`config.mk`:
```
export PLATFORM = sky130hd
export DESIGN_NAME = id_ex_stage
export DESIGN_NICKNAME = d
export VERILOG_FILES = /design/src/rtl/alu_pkg.sv /design/src/rtl/forward_unit.sv /design/src/rtl/id_ex_stage.sv
export SDC_FILE = /design/constraint.sdc
export NUM_CORES = 1
export LEC_CHECK = 0
export CAP_MARGIN = 40
export CORE_MARGIN = 4
export CORE_UTILIZATION = 36
export CTS_CLUSTER_SIZE = 8
export DETAILED_ROUTE_END_ITERATION = 7
export GPL_TIMING_DRIVEN = 0
export PLACE_DENSITY = 0.82
export SLEW_MARGIN = 20
export SYNTH_ARGS = -nofsm -noshare
export SYNTH_HDL_FRONTEND = slang
export SYNTH_SLANG_ARGS = --single-unit
```
`constraint.sdc`:
```
create_clock -name clk -period 2.3 [get_ports clk]
set_input_delay 0.345 -clock clk [delete_from_list [all_inputs] [get_ports clk]]
set_output_delay 0.345 -clock clk [all_outputs]
set_load 0.01 [all_outputs]
```
`src/rtl/alu_pkg.sv`:
```
// alu_pkg: shared ALU select codes, datapath widths and the ID/EX slot types.
// Holds: XLEN, REG_IDX_W, ALU_* select constants, ctrl_t control bundle,
// slot_t (the full contents of the ID/EX pipeline register).
package alu_pkg;
    localparam int XLEN      = 32;
    localparam int REG_IDX_W = 5;

    localparam logic [3:0] ALU_ADD = 4'b0000;
    localparam logic [3:0] ALU_SUB = 4'b0001;
    localparam logic [3:0] ALU_AND = 4'b0011;
    localparam logic [3:0] ALU_OR  = 4'b0100;
    localparam logic [3:0] ALU_SLT = 4'b0110;
    localparam logic [3:0] ALU_BEQ = 4'b0111;

    typedef struct packed {
        logic reg_write;
        logic mem_read;
        logic mem_write;
        logic branch;
    } ctrl_t;

    typedef struct packed {
        logic                 valid;
        logic [REG_IDX_W-1:0] rs1;
        logic [REG_IDX_W-1:0] rs2;
        logic [REG_IDX_W-1:0] rd;
        logic [XLEN-1:0]      rs1_data;
        logic [XLEN-1:0]      rs2_data;
        logic [XLEN-1:0]      imm;
        logic [3:0]           alu_sel;
        logic                 alu_src;
        ctrl_t                ctrl;
    } slot_t;
endpackage

```
`src/rtl/forward_unit.sv`:
```
// forward_unit: combinational operand bypass for one source register.
// Ports: idx/reg_data (registered index and value), ex_mem_* and mem_wb_*
// (bypass sources, EX/MEM has priority), fwd_data (selected operand).
module forward_unit
    import alu_pkg::*;
(
    input  logic [REG_IDX_W-1:0] idx,
    input  logic [XLEN-1:0]      reg_data,
    input  logic [REG_IDX_W-1:0] ex_mem_rd,
    input  logic                 ex_mem_reg_write,
    input  logic [XLEN-1:0]      ex_mem_result,
    input  logic [REG_IDX_W-1:0] mem_wb_rd,
    input  logic                 mem_wb_reg_write,
    input  logic [XLEN-1:0]      mem_wb_result,
    output logic [XLEN-1:0]      fwd_data
);
    // x0 is hardwired zero, so a pending write to it must never be bypassed.
    logic nz;
    assign nz = idx != '0;

    always_comb begin
        fwd_data = (nz && ex_mem_reg_write && ex_mem_rd == idx) ? ex_mem_result :
                   (nz && mem_wb_reg_write && mem_wb_rd == idx) ? mem_wb_result : reg_data;
    end
endmodule

```
`src/rtl/id_ex_stage.sv`:
```
// id_ex_stage: ID/EX pipeline register feeding the ALU, with forwarding and load-use hazard detection.
// Ports: clk/rst (sync active-high), id_* decoded instruction, stall/flush,
// ex_mem_*/mem_wb_* bypass sources, alu_in1/alu_in2/alu_sel ALU drive,
// ex_store_data forwarded rs2, ex_* registered control, hazard (combinational).
// Build option: define FORWARDING_EN to enable the bypass muxes; without it the
// operands come from the register file only and hazard covers every RAW match.
module id_ex_stage
    import alu_pkg::*;
(
    input  logic                 clk,
    input  logic                 rst,
    input  logic                 id_valid,
    input  logic [REG_IDX_W-1:0] id_rs1,
    input  logic [REG_IDX_W-1:0] id_rs2,
    input  logic [REG_IDX_W-1:0] id_rd,
    input  logic [XLEN-1:0]      id_rs1_data,
    input  logic [XLEN-1:0]      id_rs2_data,
    input  logic [XLEN-1:0]      id_imm,
    input  logic [3:0]           id_alu_sel,
    input  logic                 id_alu_src,
    input  logic                 id_reg_write,
    input  logic                 id_mem_read,
    input  logic                 id_mem_write,
    input  logic                 id_branch,
    input  logic                 stall,
    input  logic                 flush,
    input  logic [REG_IDX_W-1:0] ex_mem_rd,
    input  logic                 ex_mem_reg_write,
    input  logic [XLEN-1:0]      ex_mem_result,
    input  logic [REG_IDX_W-1:0] mem_wb_rd,
    input  logic                 mem_wb_reg_write,
    input  logic [XLEN-1:0]      mem_wb_result,
    output logic [XLEN-1:0]      alu_in1,
    output logic [XLEN-1:0]      alu_in2,
    output logic [3:0]           alu_sel,
    output logic [XLEN-1:0]      ex_store_data,
    output logic                 ex_valid,
    output logic [REG_IDX_W-1:0] ex_rd,
    output logic                 ex_reg_write,
    output logic                 ex_mem_read,
    output logic                 ex_mem_write,
    output logic                 ex_branch,
    output logic                 hazard
);
    slot_t           s;
    slot_t           id_slot;
    logic [XLEN-1:0] rs1_fwd;
    logic [XLEN-1:0] rs2_fwd;
    logic            ex_hit;

    always_comb begin
        id_slot                = '0;
        id_slot.valid          = 1'b1;
        id_slot.rs1            = id_rs1;
        id_slot.rs2            = id_rs2;
        id_slot.rd             = id_rd;
        id_slot.rs1_data       = id_rs1_data;
        id_slot.rs2_data       = id_rs2_data;
        id_slot.imm            = id_imm;
        id_slot.alu_sel        = id_alu_sel;
        id_slot.alu_src        = id_alu_src;
        id_slot.ctrl.reg_write = id_reg_write;
        id_slot.ctrl.mem_read  = id_mem_read;
        id_slot.ctrl.mem_write = id_mem_write;
        id_slot.ctrl.branch    = id_branch;
    end

    // Bubbles are all-zero slots; stall outranks the hazard so a held stage is never bubbled.
    always_ff @(posedge clk) begin
        if (rst || flush)
            s <= '0;
        else if (!stall)
            s <= (hazard || !id_valid) ? '0 : id_slot;
    end

    assign ex_hit = s.valid && s.rd != '0 && (s.rd == id_rs1 || s.rd == id_rs2);

`ifdef FORWARDING_EN
    // Only a load in EX cannot be bypassed in time; everything else forwards.
    assign hazard = id_valid && s.ctrl.mem_read && ex_hit;

    forward_unit u_fwd_rs1 (
        .idx(s.rs1), .reg_data(s.rs1_data),
        .ex_mem_rd(ex_mem_rd), .ex_mem_reg_write(ex_mem_reg_write), .ex_mem_result(ex_mem_result),
        .mem_wb_rd(mem_wb_rd), .mem_wb_reg_write(mem_wb_reg_write), .mem_wb_result(mem_wb_result),
        .fwd_data(rs1_fwd)
    );

    forward_unit u_fwd_rs2 (
        .idx(s.rs2), .reg_data(s.rs2_data),
        .ex_mem_rd(ex_mem_rd), .ex_mem_reg_write(ex_mem_reg_write), .ex_mem_result(ex_mem_result),
        .mem_wb_rd(mem_wb_rd), .mem_wb_reg_write(mem_wb_reg_write), .mem_wb_result(mem_wb_result),
        .fwd_data(rs2_fwd)
    );
`else
    // Without bypassing, wait until the producer has left EX/MEM; the write-first
    // register file covers the MEM/WB case.
    logic mem_hit;
    logic unused_fwd;
    assign mem_hit    = ex_mem_reg_write && ex_mem_rd != '0 && (ex_mem_rd == id_rs1 || ex_mem_rd == id_rs2);
    assign hazard     = id_valid && ((ex_hit && s.ctrl.reg_write) || mem_hit);
    assign rs1_fwd    = s.rs1_data;
    assign rs2_fwd    = s.rs2_data;
    assign unused_fwd = ^{ex_mem_result, mem_wb_rd, mem_wb_reg_write, mem_wb_result, s.rs1, s.rs2};
`endif

    assign alu_in1       = rs1_fwd;
    assign alu_in2       = s.alu_src ? s.imm : rs2_fwd;
    assign ex_store_data = rs2_fwd;
    assign alu_sel       = s.alu_sel;
    assign ex_valid      = s.valid;
    assign ex_rd         = s.rd;
    assign ex_reg_write  = s.ctrl.reg_write;
    assign ex_mem_read   = s.ctrl.mem_read;
    assign ex_mem_write  = s.ctrl.mem_write;
    assign ex_branch     = s.ctrl.branch;
endmodule

```
=== After elaboration in Yosys (flattened, before gate mapping) ===
Cells that the tools add are included.

* Reductions and logical operators: 14
* Eq/ne operators: 4
* $mul: 0
* Shifts and indexed selects: 0
* $add $sub $neg: 0
* Divide/modulo/power cells: 0
* Mux-type cells: 2
* Bitwise operators: 0
* $lt $le $gt $ge: 0

{| class="wikitable"
|+ Operator list
! cell !! number
|-
| 2-to-1 mux 121 bit || 1
|-
| 2-to-1 mux 32 bit || 1
|-
| equality test 5 bit || 4
|-
| nonzero test 5 bit || 2
|-
| logical AND 1 bit || 6
|-
| logical OR 1 bit || 5
|-
| logical NOT 1 bit || 1
|}

* Output and inout port bits: 111
* Flip-flop bits (word level): 111
* ROM bits: 0
* Memory bits (writable): 0
* Bits in latches: 0
* Memories kept: 0
* Word-level logic and storage cells: 31
* Input port bits: 201

=== Longest topological paths before layout ===
* Depth in word-level cells: 8
* Depth in mapped cells: 7
* Depth with buffers taken out: 5

=== Worst setup path before layout ===
No wires, ideal clock.

* Path kind: input to register
* From: input ex_mem_rd[1]
* To: register s, in the netlist alu_in1[16]
* Setup slack: 0.431 ns
* Path buffers: 2
* Arrival: 1.810 ns
* Library setup time: 0.060 ns
* Data required time: 2.240 ns
* Cell stages on the path: 6
* Cells stage by stage: or4_1 -> o21a_1 -> a221oi_2 -> buf_4 -> buf_4 -> a22o_1

* Word-level cells in the longest chain between the ends: 7
* Elaborated cells on any way between the ends: 10
* Those cells by class: eq/ne (2); mux (1); reduce/logical (7)

{| class="wikitable"
|+ Ends and longest elaborated chain
! what !! line !! text
|-
| from (decl) || id_ex_stage.sv:27 || <nowiki>input logic [REG_IDX_W-1:0] ex_mem_rd,</nowiki>
|-
| equality test 5 bit or nonzero test 5 bit (tied branches) || id_ex_stage.sv:100 || <nowiki>assign mem_hit = ex_mem_reg_write && ex_mem_rd != '0 && (ex_mem_rd == id_rs1 || ex_mem_rd == id_rs2);</nowiki>
|-
| logical OR 1 bit or logical AND 1 bit (tied branches) || id_ex_stage.sv:100 ||
|-
| logical AND 1 bit (*) || id_ex_stage.sv:100 ||
|-
| logical OR 1 bit (*) || id_ex_stage.sv:101 || <nowiki>assign hazard = id_valid && ((ex_hit && s.ctrl.reg_write) || mem_hit);</nowiki>
|-
| logical AND 1 bit (*) || id_ex_stage.sv:101 ||
|-
| logical OR 1 bit (*) || id_ex_stage.sv:73 || <nowiki>s <= (hazard || !id_valid) ? '0 : id_slot;</nowiki>
|-
| 2-to-1 mux 121 bit (*) || id_ex_stage.sv:73 ||
|-
| to (signal assigned) || id_ex_stage.sv:73 ||
|-
| to (decl) || id_ex_stage.sv:45 || <nowiki>slot_t s;</nowiki>
|}

Every way passes the cells marked *; elsewhere a longest branch is shown, timed or not.
A chain may end at the register's enable or synchronous reset.

=== Final worst setup path ===
* From: register s[4] (netlist name)
* To: output alu_in2[5]

* Word-level cells in the longest chain between the ends: 1

{| class="wikitable"
|+ Ends and longest elaborated chain
! what !! line !! text
|-
| 2-to-1 mux 32 bit || id_ex_stage.sv:108 || <nowiki>assign alu_in2 = s.alu_src ? s.imm : rs2_fwd;</nowiki>
|-
| to (decl) || id_ex_stage.sv:34 || <nowiki>output logic [XLEN-1:0] alu_in2,</nowiki>
|}

Every way passes these cells.

==> metrics <==
All-Layer GR Usage 0.190; final WL 14100 µm; I/O Buffers 241; cell row count 40; vias in the first global route 4296; WHS 0.471 ns; cell area power density 532 nW/µm²; Leakage Power 3.04 nW; syn nets 596; CTS tree built; Area Overhead vs Synth 64.9%; DR vias 3941; Die X 120 µm; Iteration-0 DRC Markers 204; DR pass1 iterations 4; die height 120 µm; GR Overflow Total 0; Final period util 0.948; slowest CP cell clkdlybuf4s50_1; outcome completed; CP max stage delay 0.49 ns; Sequential Area 2230 µm²; Max Fclk 459 MHz; Crit Path Category reg -> out; Initial Util 0.372; commonest non-fill, non-tap cell in the layout clkdlybuf4s50_1; area of the mapped netlist 4550 µm²; FILL cells 1018; Max rail drop VDD 301 µV; Final Max Slew Viols 0; crit path capture type primary output; # IOs 312; Syn. warnings 0; antenna violations before repair 0; min Tclk post-route 2.18 ns; largest net degree at the start of global routing 17; crit start category flop; RSZ-0062 raised after global routing false; overall power 3.99 mW; clk slew on worst S/H paths 0.06 ns; reg2reg setup slack 0.13 ns; Least-Margin Pin Slew 0.643 ns; # Max-Cap Violations 0; Final setup violation count 0; most frequent cells in the layout clkdlybuf4s50_1, a22o_1, dfxtp_1; CP Data Arrival Time 1.84 ns; first-pass GRT wire length 22000 µm; Max clock buf depth 2; diodes inserted 0; DR WL/cell 17.2 µm; Die ar. 14500 µm²; layout cells sized above 1 0.219; Layout Skew 0.00591 ns; GP Congestion 0.877; Crit Path Max Fanout 10; Sink Count 111; Multi-input gate area 1660 µm²; Finished Core Util 0.614; Hold WC Path Type reg -> reg; CTS Buf Count 9; worst skew pair latency 0.34 ns; worst-case headroom to the max-slew limit 0.572; fin nets 849; post-synthesis cell type count 21; FF+latch count, synth 111; DPL Wire Length 11000 µm; post-synthesis sequential area ratio 0.489; routed vias/inst 4.80; core area 12200 µm²; Avg Cell Area, Syn 11.5 µm²; Cell Chain, Critical Path buf_4, mux2_2, clkdlybuf4s50_1; critical path required time 1.96 ns; # DRC 0; root buf cell clkbuf_16; Post-DRT Antenna Nets 0; H-tree levels 3; final hold vios 0; Post-Syn Instances 395
-- per-layer routing --
| metal | routed length (µm) | global-route usage | part of all wire |
|---|---|---|---|
| met1 | 5610 | 0.209 | 0.40 |
| met2 | 6830 | 0.327 | 0.48 |
| met3 | 1300 | 0.0702 | 0.092 |
| met4 | 391 | 0.0822 | 0.028 |
| met5 | 0 | 0 | 0 |
-- final cells by class --
cell class / count / share of cell area
timing repair buffer: 243 / 0.322
sequential: 111 / 0.297
multi-input combinational: 183 / 0.221
clock buffer: 14 / 0.0352
tap: 168 / 0.0280
clock inverter: 2 / 0.00200
buffer: 100 / 0.0939
-- metrics by stage --
step	instance area [µm²]	worst slack [ns]	setup TNS (ns)	cells
finish	7500	0.120	0	821
global route	7500	0.00868	0	821
CTS	7450	0.00971	0	819
detailed placement	7170	-0.394	-35.00	804
global placement	7170	-0.383	-35.78	804
floorplan	4550	0.431	0	395
-- registers in the layout (all words and copies together) (netlist names), 4 cells and up --
name	count
alu_in1	32
s	33
ex_rd	5
alu_sel	4
ex_store_data	32
-- logic make-up after synthesis --
logic type,synth area share
AO/OA/AOI/OAI,0.225
XOR/XNOR,0.0385
buffers and inverters,0.152
flip-flops,0.489
multiplexers,0.0793
AND/OR/NAND/NOR,0.0160
-- cell usage after synthesis --
master	n	area, µm²
xnor2_1	20	175
nand3b_1	1	7.51
or3_1	1	6.26
a21o_1	1	7.51
o22ai_1	2	12.5
nor2_1	1	3.75
dfxtp_1	111	2220
o21a_1	1	7.51
nand2_1	4	15.0
or4_1	1	7.51
clkbuf_1	16	60.1
buf_4	83	623
nor2b_1	1	6.26
o311a_1	1	10.0
a22o_1	110	963
buf_2	2	10.0
a22oi_1	1	7.51
mux2_2	32	360
and2_1	1	6.26
a221oi_2	1	15.0
nand3_1	4	20.0
-- critical path, delay by kind of cell, from the launching register on --
kind | cells | cell delay (ns)
flip-flops | 1 | 0.41
buffers and inverters | 2 | 0.72
multiplexers | 1 | 0.37
-- what timing repair did --
item | 4_1_cts | 5_1_grt
setup endpoints to repair | 33 | 7
setup buffers | 0 | 2
hold buffers | 0 | 0
pin swaps | 0 | 3
gates resized for setup | 14 | 12
-- worst paths after layout --
kind              cells past startpoint           endpoint     start
hold reg to reg                       1              s[13]     s[13]
setup reg to reg                      7  ex_store_data[23]  ex_rd[4]
hold / removal                        1              s[13]     s[13]
setup / recovery                      3         alu_in2[5]      s[4]
-- where the power goes --
group	switching (mW)	internal (mW)
combinational	0.174	0.370
clock	0.659	0.796
sequential	0.0300	1.96
total	0.862	3.13
Power figures use the tool's default switching activity.
